===== src/rtl/dec_exe_pipe_reg_if.sv =====
// Decode->Execute beat bundle: handshake plus decoded control, operands and register addresses.
// The master side drives a beat; the slave side accepts it and returns ready.
interface dec_exe_pipe_reg_if #(
    parameter int DATA_W     = 32,
    parameter int REG_ADDR_W = 5,
    parameter int CTRL_W     = 9
) ();
    logic                  valid;
    logic                  ready;
    logic [CTRL_W-1:0]     ctrl;
    logic [DATA_W-1:0]     rd1;
    logic [DATA_W-1:0]     rd2;
    logic [DATA_W-1:0]     imm;
    logic [DATA_W-1:0]     pcplus4;
    logic [REG_ADDR_W-1:0] rs;
    logic [REG_ADDR_W-1:0] rt;
    logic [REG_ADDR_W-1:0] rd;

    modport master (output valid, ctrl, rd1, rd2, imm, pcplus4, rs, rt, rd, input ready);
    modport slave  (input valid, ctrl, rd1, rd2, imm, pcplus4, rs, rt, rd, output ready);
endinterface


===== src/rtl/dec_exe_pipe_reg.sv =====
// Decode/Execute pipeline register with valid/ready handshake, optional skid buffer,
// synchronous flush that inserts bubbles, and a saturating stall-cycle counter.
module dec_exe_pipe_reg #(
    parameter int DATA_W      = 32,
    parameter int REG_ADDR_W  = 5,
    parameter int CTRL_W      = 9,
    parameter int SKID        = 1,
    parameter int STALL_CNT_W = 16
) (
    input  logic                   clk,
    input  logic                   rst_n,
    input  logic                   flush,
    dec_exe_pipe_reg_if.slave      inBus,
    dec_exe_pipe_reg_if.master     outBus,
    output logic [STALL_CNT_W-1:0] stall_cnt
);
    localparam int BEAT_W = CTRL_W + 4 * DATA_W + 3 * REG_ADDR_W;

    logic [BEAT_W-1:0] inBeat;
    logic [BEAT_W-1:0] mData;
    logic [CTRL_W-1:0] mCtrl;
    logic              mValid;
    logic              inReady;
    logic              accept;
    logic              consume;

    assign inBeat  = {inBus.ctrl, inBus.rd1, inBus.rd2, inBus.imm, inBus.pcplus4,
                      inBus.rs, inBus.rt, inBus.rd};
    assign accept  = inBus.valid & inReady;
    assign consume = mValid & outBus.ready;
    assign inBus.ready = inReady;

    generate
        if (SKID != 0) begin : gSkid
            logic              sValid;
            logic [BEAT_W-1:0] sData;

            // Ready comes straight from a flop, so out_ready never reaches in_ready.
            assign inReady = !sValid;

            always_ff @(posedge clk or negedge rst_n) begin
                if (!rst_n) begin
                    mValid <= 1'b0;
                    sValid <= 1'b0;
                    mData  <= '0;
                    sData  <= '0;
                end else if (flush) begin
                    mValid <= 1'b0;
                    sValid <= 1'b0;
                end else if (!mValid || consume) begin
                    if (sValid) begin
                        mValid <= 1'b1;
                        mData  <= sData;
                        sValid <= accept;
                        if (accept) begin
                            sData <= inBeat;
                        end
                    end else begin
                        mValid <= accept;
                        if (accept) begin
                            mData <= inBeat;
                        end
                    end
                end else if (accept) begin
                    sValid <= 1'b1;
                    sData  <= inBeat;
                end
            end
        end else begin : gNoSkid
            assign inReady = !mValid | outBus.ready;

            always_ff @(posedge clk or negedge rst_n) begin
                if (!rst_n) begin
                    mValid <= 1'b0;
                    mData  <= '0;
                end else if (flush) begin
                    mValid <= 1'b0;
                end else if (accept) begin
                    mValid <= 1'b1;
                    mData  <= inBeat;
                end else if (consume) begin
                    mValid <= 1'b0;
                end
            end
        end
    endgenerate

    assign {mCtrl, outBus.rd1, outBus.rd2, outBus.imm, outBus.pcplus4,
            outBus.rs, outBus.rt, outBus.rd} = mData;
    assign outBus.valid = mValid;
    // Bubbles carry an all-zero control bundle so they never write state downstream.
    assign outBus.ctrl  = mValid ? mCtrl : '0;

    always_ff @(posedge clk or negedge rst_n) begin
        if (!rst_n) begin
            stall_cnt <= '0;
        end else if (mValid && !outBus.ready && stall_cnt != {STALL_CNT_W{1'b1}}) begin
            stall_cnt <= stall_cnt + 1'b1;
        end
    end
endmodule


===== src/flat_wrapper.sv =====
// flat-port wrapper written by rule: the top's interface ports become plain ports
module dec_exe_pipe_reg_flat 
#(
    parameter int DATA_W      = 32,
    parameter int REG_ADDR_W  = 5,
    parameter int CTRL_W      = 9,
    parameter int SKID        = 1,
    parameter int STALL_CNT_W = 16
)
  (clk, rst_n, flush, stall_cnt, inBus_valid, inBus_ctrl, inBus_rd1, inBus_rd2, inBus_imm, inBus_pcplus4, inBus_rs, inBus_rt, inBus_rd, inBus_ready, outBus_valid, outBus_ctrl, outBus_rd1, outBus_rd2, outBus_imm, outBus_pcplus4, outBus_rs, outBus_rt, outBus_rd, outBus_ready);
  dec_exe_pipe_reg_if #(.DATA_W(DATA_W), .REG_ADDR_W(REG_ADDR_W), .CTRL_W(CTRL_W)) inBus_i ();
  dec_exe_pipe_reg_if #(.DATA_W(DATA_W), .REG_ADDR_W(REG_ADDR_W), .CTRL_W(CTRL_W)) outBus_i ();
  input  logic clk;
  input  logic rst_n;
  input  logic flush;
  output logic [STALL_CNT_W-1:0] stall_cnt;
  input wire logic [$bits(inBus_i.valid)-1:0] inBus_valid;
  input wire logic [$bits(inBus_i.ctrl)-1:0] inBus_ctrl;
  input wire logic [$bits(inBus_i.rd1)-1:0] inBus_rd1;
  input wire logic [$bits(inBus_i.rd2)-1:0] inBus_rd2;
  input wire logic [$bits(inBus_i.imm)-1:0] inBus_imm;
  input wire logic [$bits(inBus_i.pcplus4)-1:0] inBus_pcplus4;
  input wire logic [$bits(inBus_i.rs)-1:0] inBus_rs;
  input wire logic [$bits(inBus_i.rt)-1:0] inBus_rt;
  input wire logic [$bits(inBus_i.rd)-1:0] inBus_rd;
  output wire logic [$bits(inBus_i.ready)-1:0] inBus_ready;
  output wire logic [$bits(outBus_i.valid)-1:0] outBus_valid;
  output wire logic [$bits(outBus_i.ctrl)-1:0] outBus_ctrl;
  output wire logic [$bits(outBus_i.rd1)-1:0] outBus_rd1;
  output wire logic [$bits(outBus_i.rd2)-1:0] outBus_rd2;
  output wire logic [$bits(outBus_i.imm)-1:0] outBus_imm;
  output wire logic [$bits(outBus_i.pcplus4)-1:0] outBus_pcplus4;
  output wire logic [$bits(outBus_i.rs)-1:0] outBus_rs;
  output wire logic [$bits(outBus_i.rt)-1:0] outBus_rt;
  output wire logic [$bits(outBus_i.rd)-1:0] outBus_rd;
  input wire logic [$bits(outBus_i.ready)-1:0] outBus_ready;
  assign inBus_i.valid = inBus_valid;
  assign inBus_i.ctrl = inBus_ctrl;
  assign inBus_i.rd1 = inBus_rd1;
  assign inBus_i.rd2 = inBus_rd2;
  assign inBus_i.imm = inBus_imm;
  assign inBus_i.pcplus4 = inBus_pcplus4;
  assign inBus_i.rs = inBus_rs;
  assign inBus_i.rt = inBus_rt;
  assign inBus_i.rd = inBus_rd;
  assign inBus_ready = inBus_i.ready;
  assign outBus_valid = outBus_i.valid;
  assign outBus_ctrl = outBus_i.ctrl;
  assign outBus_rd1 = outBus_i.rd1;
  assign outBus_rd2 = outBus_i.rd2;
  assign outBus_imm = outBus_i.imm;
  assign outBus_pcplus4 = outBus_i.pcplus4;
  assign outBus_rs = outBus_i.rs;
  assign outBus_rt = outBus_i.rt;
  assign outBus_rd = outBus_i.rd;
  assign outBus_i.ready = outBus_ready;
  dec_exe_pipe_reg #(.DATA_W(DATA_W), .REG_ADDR_W(REG_ADDR_W), .CTRL_W(CTRL_W), .SKID(SKID), .STALL_CNT_W(STALL_CNT_W)) u_core (.clk(clk), .rst_n(rst_n), .flush(flush), .inBus(inBus_i), .outBus(outBus_i), .stall_cnt(stall_cnt));
endmodule

===== config.mk =====
export PLATFORM = sky130hd
export DESIGN_NAME = dec_exe_pipe_reg_flat
export DESIGN_NICKNAME = d
export VERILOG_FILES = /design/src/rtl/dec_exe_pipe_reg_if.sv /design/src/rtl/dec_exe_pipe_reg.sv /design/src/flat_wrapper.sv
export SDC_FILE = /design/constraint.sdc
export NUM_CORES = 1
export LEC_CHECK = 0
export ABC_AREA = 1
export BUFFER_PORTS_ARGS = -buffer_cell sky130_fd_sc_hd__buf_4
export CORE_MARGIN = 2
export CORE_UTILIZATION = 55
export DETAILED_ROUTE_END_ITERATION = 16
export MAX_ROUTING_LAYER = met4
export PLACE_DENSITY = 0.86
export SYNTH_ARGS = -nofsm -noshare
export SYNTH_HDL_FRONTEND = slang
export SYNTH_SLANG_ARGS = --single-unit

===== constraint.sdc =====
create_clock -name clk -period 1.9 [get_ports clk]
set_input_delay 0.38 -clock clk [delete_from_list [all_inputs] [get_ports clk]]
set_output_delay 0.38 -clock clk [all_outputs]
set_load 0.01 [all_outputs]

Yosys cells after proc, flatten, opt, wreduce, memory -nomap -nowiden
Cells that the tools add are included.
Widths: inputs -> output; s select.
- bits in registers: 322
- output and inout bits: 170
- bits of input ports: 157
- bitwise logic cells: 3
- $add $sub $neg: 1
- reductions and logical operators: 11
- equality and inequality tests: 2
- multiplexer cells: 13
- operator list (cell ; number):
    $mux 152 ; 5
    $add 16x1->16 const B ; 1
    $ne 16x16->1 const B ; 1
    $mux 9 ; 1
    $mux 1 ; 7
    $reduce_bool 2->1 ; 2
    $logic_not 1->1 ; 3
    $reduce_and 3->1 ; 1
    $reduce_bool 3->1 ; 1
    $and 1x1->1 ; 2
    $logic_and 1x1->1 ; 2
    $ne 2x1->1 const B ; 1
    $reduce_and 2->1 ; 1
    $logic_or 1x1->1 ; 1
    $not 1->1 ; 1

Longest topological paths before layout
Gate-level depths: netlist (run 1).
- depth after elaboration: 5
- mapped depth: 11
- mapped depth without buffers: 9

Least setup slack after synthesis (run 1)
OpenSTA, ideal clock, no wires.
- path kind: reg-to-reg
- start point: register u_core.mValid, in the netlist u_core.outBus.valid
- end point: register u_core.gSkid.sData[73]
- path slack: 0.262 ns
- path buffers: 4
- data arrival time: 1.521 ns
- cell stages (with the launch flop): 11
- period minus slack after synthesis: 1.638 ns
- cell sequence: dfrtp_1 buf_4 inv_2 or2_1 buf_6 nor2_4 nand3_4 buf_6 buf_4 nand2_1 o21ai_2
- word-level cells in the longest chain between the ends: 4
- elaborated cells on any way between the ends: 6
- RTL lines (item ; RTL line ; RTL):
    from (decl) ; dec_exe_pipe_reg.sv:22 ; logic mValid;
    from (signal assigned) ; dec_exe_pipe_reg.sv:59 ; mValid <= accept;
    $and 1x1->1 / $logic_not 1->1 (equally long branches) ; dec_exe_pipe_reg.sv:30, dec_exe_pipe_reg.sv:50 ;
    $logic_or 1x1->1 * ; dec_exe_pipe_reg.sv:50 ; end else if (!mValid || consume) begin
    $ne 2x1->1 (no line) ; - ;
    $reduce_and 2->1 (no line) ; - ;
    to (signal assigned) ; dec_exe_pipe_reg.sv:56 ; sData <= inBeat;
    to (signal assigned) ; dec_exe_pipe_reg.sv:66 ; sData <= inBeat;
    to (decl) ; dec_exe_pipe_reg.sv:36 ; logic [BEAT_W-1:0] sData;
Mark *: on every way between the ends. The rest lies on a longest branch, timed or not.
A chain may end at the register's enable or synchronous reset.

Worst setup path after layout (run 1)
- start point: register u_core.mValid, in the netlist u_core.outBus.valid
- end point: output outBus_ctrl[2]
- word-level cells in the longest chain between the ends: 1
- RTL lines (item ; RTL line ; RTL):
    $mux 9 ; dec_exe_pipe_reg.sv:92 ; assign outBus.ctrl = mValid ? mCtrl : '0;
    to (decl) ; flat_wrapper.sv:28 ; output wire logic [$bits(outBus_i.ctrl)-1:0] outBus_ctrl;
No other way between the ends.

==> qor.yml, run 1 <==
placement:
  placed_area_sq_um: 16710
  dp_cells: 2236
  dp_hpwl_mm: 23.30
  pre_cts_ws_ns: 0.1722
  place.gp.congestion: 0.8485
  numPortBuffers: 326
cts:
  post_cts_buffers: 0
  cts_tree: "done"
  clkTransAtPathRegs_ns: 0.05
  cts-root-buf: "clkbuf_16"
  clk_latency_ns: 0.50
  cts.sinks: 322
  cts_buffers: 36
  clk_path_buf_depth: 3
  htreeDepth: 2
drt:
  wl_per_cell_microns: 14.90
  first_iter_violations: 1111
  postRouteWirelength_mm: 34.28
  routed-via-count: 11930
  firstDrtPassIters: 5
  ant_nets: 0
  drc: 0
  avgViaCountPerCell: 5.186
timing:
  fin_hold_ws_ns: 0.1401
  setup_slack_ns: 0.1882
  period_share_pct: 90.10
  setup_viol: 0
  max_slew.worst_pin.slew_ns: 0.5311
  layout_min_cycle_time_ns: 1.712
  finalHoldViolCount: 0
  fmax_mhz: 584.2
  rsz0062_at_grt: "false"
  fin_worst_skew_ns: 0.01563
  maxSlewHeadroom_pct: 64.60
  slew_viol_final: 0
  tns_ns: 0
layout:
  area_growth_pct: 18.09
  final_cells: 2301
  final_nets: 2092
  fin_area_sq_um: 17930
  drive_above_1_share_pct: 22.98
  fillers: 2112
  multi_input_area_sq_um: 4679
  register_area_sq_um: 8058
die:
  fp.coreArea_sq_um: 27030
  start_util_pct: 56.18
  core.rowCount: 60
  dieWidth_microns: 170.2
  dieHeight_microns: 170.2
  ioPinCount: 327
  die_area_sq_um: 28950
pwr:
  p_sw_uw: 5410
  power_frac_comb_pct: 18.4
  cellPowerDensity_nw_per_um2: 1104
  p_clk_share_pct: 35.6
  internal_power_uw: 14380
  swShare_pct: 27.34
  leakage_uw: 0.009670
  vdd_ir_drop_max_uv: 601.4
  seq_power_share_pct: 46.0
logic_synthesis:
  yosysTopAreaCell: "dfrtp_1"
  yosysWarnings: 0
  synth_nets: 1941
  avgSynthCellArea_sq_um: 8.516
  synthCells: 1783
  synth_area_leaders: "dfrtp_1 53%, nand2_1 13%, o21ai_0 10%"
  synth_top_area_share_pct: 53.07
  ys_ff_latch: 322
  synth.distinct_cells: 25
  netlist_area_sq_um: 15180
  synth_seq_area_share_pct: 53.07
critical_path:
  path_max_fanout: 10
  crit_arrival_ns: 1.33
  setup.worst_path.start_class: "register"
  worstSetupPathType: "register to primary output"
  crit_required_ns: 1.52
  worstReg2RegEnd: "u_core.stall_cnt[2]"
  reg2reg_from: "u_core.stall_cnt[9]"
  reg2reg_slack_ns: 0.22
  reg2reg_depth: 7
  cp-end-kind: "primary output"
grt:
  grt_usage_pct: 24.17
  antenna_found_initial: 2
  grt_overflow: 0
  grt_max_degree: 133
  grt_pass1_vias: 11640
  grt_pass1_wl_mm: 55.40
worst_hold_path:
  min_to: "u_core.outBus.valid"
  worst_hold_startpoint: "flush"
  worst_hold_path_type: "input pin to register"
  hold_depth: 2
run_status:
  status: "finished, final reports clean"
run:
  maxCapViolCount: 0
kinds of logic after synthesis:
kind of cell    after synthesis  synth area share, %
simple gates                567                14.45
compound gates              461                16.00
buf+inv                     427                16.11
flops                       322                53.07
xor+xnor                      5               0.2885
fa+ha+maj                     1              0.08239
sequential cells by signal, indices dropped and copies added, names as in the netlist:
name and cells:
u_core.stall_cnt 16, u_core.outBus.valid 1, u_core.mData 152, u_core.gSkid.sValid 1, u_core.gSkid.sData 152
layer usage:
| layer | GRT usage, % | vias to the layer above | share of wire (%) |
|---|---|---|---|
| met5 | - | - | 0 |
| met4 | 11.04 | 0 | 4.5 |
| met3 | 3.930 | 105 | 5.8 |
| met2 | 39.94 | 393 | 50 |
| met1 | 29.35 | 5644 | 40 |
| li1 | - | 5790 | - |
placed cells by master (no fill, tap or decap), drive strengths merged, types with 3 or more instances in the layout:
cell | synthesis | routed
inv | 183 | 183
clkinv | 0 | 6
nand2 | 527 | 527
o21ai | 460 | 460
buf | 207 | 356
nand4 | 7 | 7
nor2 | 18 | 18
dfrtp | 322 | 322
xor2 | 3 | 3
bufinv | 0 | 4
nand3 | 11 | 11
clkbuf | 37 | 52
cell usage after synthesis (all sizes together):
cell type	instances
buf	207
clkbuf	37
dfrtp	322
ha	1
inv	183
nand2	527
nand3	11
nand3b	1
nand4	7
nor2	18
nor3	2
o21ai	460
o21bai	1
or2	1
xnor2	2
xor2	3
power by group through the flow:
stage | Sequential (uW) | Combinational [uW] | Clock [uW]
after floorplan | 8920 | 2680 | 0
after global placement | 9110 | 3490 | 0
after detailed placement | 9170 | 3670 | 0
after CTS | 9080 | 3700 | 7160
after global routing | 9260 | 4110 | 7430
final | 9100 | 3650 | 7040
critical path, cell delays in order (launching register included):
cell	delay [ns]
dfrtp_1	0.38
buf_4	0.18
nand2_1	0.08
inv_1	0.06
buf_4	0.14
through the flow:
stage,utilization [%],total power [uW]
2_1_floorplan,-,11600
3_3_place_gp,61.82,12590
3_5_place_dp,61.82,12840
4_1_cts,66.32,19940
5_1_grt,66.34,20800
6_report,66.34,19790
worst max path at each step:
stage	startpoint	slack, ns	endpoint
floorplan	u_core.outBus.valid	0.26	u_core.gSkid.sData[73]
detailed placement	outBus_ready	0.17	u_core.mData[119]
finish	u_core.outBus.valid	0.19	outBus_ctrl[2]
CTS	u_core.outBus.valid	0.16	outBus_ctrl[2]
global placement	outBus_ready	0.23	u_core.mData[114]
global route	u_core.stall_cnt[11]	0.06	u_core.stall_cnt[2]
what timing repair did:
action	4_1_cts	5_1_grt
hold buffers	1	0
resized for setup	0	0
setup endpoints to repair	0	0
hold endpoints to repair	53	0
final cells by class:
type	count	share of cell area [%]
sequential	322	44.94
clock buffer	52	5.869
timing repair buffer	357	15.91
inverter	183	3.915
clock inverter	10	0.8583
antenna	2	0.02791
multi-input combinational	1034	26.10
tap	341	2.380
Power figures use the tool's default switching activity.
==> run 2: changes to the inputs <==
- CELL_PAD_IN_SITES_DETAIL_PLACEMENT: not set -> 1
- CELL_PAD_IN_SITES_GLOBAL_PLACEMENT: not set -> 1
- CORE_UTILIZATION: 55 -> 41
- PLACE_DENSITY: 0.86 -> 0.87
==> run 2 against run 1 <==
  * Maximum frequency is 6.6% lower
  * Clock power grew 7.2%
  * Die area grew 33%
  * Flip-flop and latch count unchanged
  * Cell area up 2.6%
  * Cell count grew 6.0%
  * Critical path depth down 1
  * Hold slack is essentially flat
  * First-iteration DRC count decreased by 61%
  * Routed wire length up 24%
  * Sequential share of layout area decreased by 1.1 points
  * Largest power group unchanged
==> qor.yml, run 2 (same netlist as run 1, synthesis figures left out) <==
grt:
  grt_max_degree: 163  # +23%
  grt_pass1_wl_mm: 68.99  # +25%
  antenna_found_initial: 2  # unchanged
  grt_pass1_vias: 13360  # +15%
  grt_usage_pct: 22.74  # -1.4 points
  grt_overflow: 0  # unchanged
cts:
  clkTransAtPathRegs_ns: 0.05  # about the same
  cts_buffers: 38  # +5.6%
  clk_latency_ns: 0.51  # about the same
  cts_tree: "done"
  htreeDepth: 2  # unchanged
  cts.sinks: 322  # unchanged
  cts-root-buf: "clkbuf_16"
  clk_path_buf_depth: 3  # unchanged
layout:
  largestRegisters: "u_core.gSkid.sData: 152 flops, u_core.mData: 152 flops, u_core.stall_cnt: 16 flops"
  final_nets: 2104  # +0.57%
  fin_util_pct: 50.36  # -16 points
  fillers: 4326  # +100%
  drive_above_1_share_pct: 23.63  # +0.65 points
  final_cell_mix: "526 x nand2_1, 345 x buf_4, 321 x dfrtp_1"
  mostFrequentLayoutCell: "nand2_1"
  area_growth_pct: 21.13
timing:
  tns_ns: 0  # unchanged
  maxSlewHeadroom_pct: 52.63  # -12 points
  fin_hold_ws_ns: 0.1401  # -0.00001000 ns
  finalHoldViolCount: 0  # unchanged
  rsz0062_at_grt: "false"
  setup_viol: 0  # unchanged
  fmax_mhz: 545.7  # -6.6%
  layout_min_cycle_time_ns: 1.833  # +0.1207 ns
  period_share_pct: 96.45  # +6.4 points
  slew_viol_final: 0  # unchanged
  fin_worst_skew_ns: 0.01560  # -0.00002900 ns
  max_slew.worst_pin.slew_ns: 0.7105  # +0.1794 ns
placement:
  numPortBuffers: 326  # unchanged
  place.gp.congestion: 0.7946  # -6.4%
  dp_hpwl_mm: 29.01  # +25%
drt:
  drc: 0  # unchanged
  ant_nets: 0  # unchanged
  wl_per_cell_microns: 17.41  # +17%
  routed-via-count: 12270  # +2.8%
  firstDrtPassIters: 5  # unchanged
  postRouteWirelength_mm: 42.45  # +24%
  avgViaCountPerCell: 5.032  # -3.0%
  first_iter_violations: 430  # -61%
die:
  core.rowCount: 70  # +17%
  start_util_pct: 41.57  # -15 points
  dieHeight_microns: 196.4  # +15%
  ioPinCount: 327  # unchanged
  fp.coreArea_sq_um: 36520  # +35%
  die_area_sq_um: 38590  # +33%
  dieWidth_microns: 196.4  # +15%
critical_path:
  crit_arrival_ns: 1.45  # +0.12 ns
  setup.worst_path.start_class: "register"
  crit_required_ns: 1.52  # about the same
  worstSetupPathType: "register to primary output"
  cp-end-kind: "primary output"
  path_cells: "inv_16, buf_16, buf_4"
  worstReg2RegEnd: "u_core.gSkid.sData[1]"
  reg2reg_from: "u_core.outBus.valid"
  cpPeakStageDelay_ns: 0.48  # +0.10 ns
  reg2reg_depth: 7  # unchanged
  reg2reg_slack_ns: 0.09  # -0.13 ns
  path_max_fanout: 18  # +8
  cp_slowest_cell: "dfrtp_2"
run_status:
  status: "finished, final reports clean"
pwr:
  power_uw: 20490  # +3.5%
  leakage_uw: 0.009817  # +1.5%
  vdd_ir_drop_max_uv: 632.6  # +5.2%
  cellPowerDensity_nw_per_um2: 1114  # +0.95%
run:
  maxCapViolCount: 0  # unchanged
worst_hold_path:
  worst_hold_path_type: "input pin to register"
  worst_hold_startpoint: "inBus_ctrl[0]"
  hold_depth: 3  # +1
  min_to: "u_core.gSkid.sData[143]"
[run 2: through the flow]
step	cells	setup WS [ns]	cell area, sq um
after floorplan	1783	0.2618	15180
after detailed placement	2369	0.03763	16960
after global placement	2369	0.1244	16960
after CTS	2436	0.02569	18370
after global routing	2438	0.004324	18390
final	2438	0.06748	18390
[run 2: worst max-delay path by stage]
stage	start	endpoint	cells past startpoint
finish	u_core.gSkid.sValid	inBus_ready	3
global route	u_core.stall_cnt[2]	u_core.stall_cnt[9]	7
CTS	u_core.outBus.valid	u_core.gSkid.sData[61]	7
detailed placement	outBus_ready	u_core.gSkid.sData[26]	7
global placement	outBus_ready	u_core.gSkid.sData[74]	7
floorplan	u_core.outBus.valid	u_core.gSkid.sData[73]	10
[run 2: area by class of cell]
| class | count | area, sq um | area share, % |
|---|---|---|---|
| Timing Repair Buffer | 366 | 3043 | 16.55 |
| Clock inverter | 8 | 150.1 | 0.8164 |
| Antenna cell | 2 | 5.005 | 0.02721 |
| Clock buffer | 54 | 1145 | 6.225 |
| Timing Repair inverter | 1 | 8.758 | 0.04762 |
| Inverter | 183 | 710.7 | 3.864 |
| Tap cell | 468 | 585.6 | 3.184 |
| Multi-Input combinational cell | 1034 | 4684 | 25.47 |
| Sequential cell | 322 | 8059 | 43.82 |
[run 2: what timing repair did]
| action | 4_1_cts | 5_1_grt |
|---|---|---|
| endpoints found under the setup margin | 1 | 145 |
| hold endpoints to repair | 33 | 0 |
| gates resized for setup | 4 | 4 |
| buffers inserted | 1 | 0 |
| cloned | 3 | 0 |
| hold buffers | 1 | 0 |
[run 2: per-layer routing]
layer	vias to the layer above	GRT usage, %	wire length [microns]
met4	0	9.091	1735
met1	6023	26.39	16920
met5	-	-	0
li1	5820	-	-
met3	114	4.021	2073
met2	310	39.20	21720
[run 2: worst max-delay path: cells and delay by family (launching register included)]
family	cells	cell delay, ns
buffers and inverters	3	0.45
flip-flops	1	0.48
[run 2: power breakdown]
part | leakage, uW | internal, uW | switching [uW]
logic | 0.00515 | 1780 | 2020
registers | 0.00405 | 8250 | 893
clock network | 0.000620 | 4710 | 2840
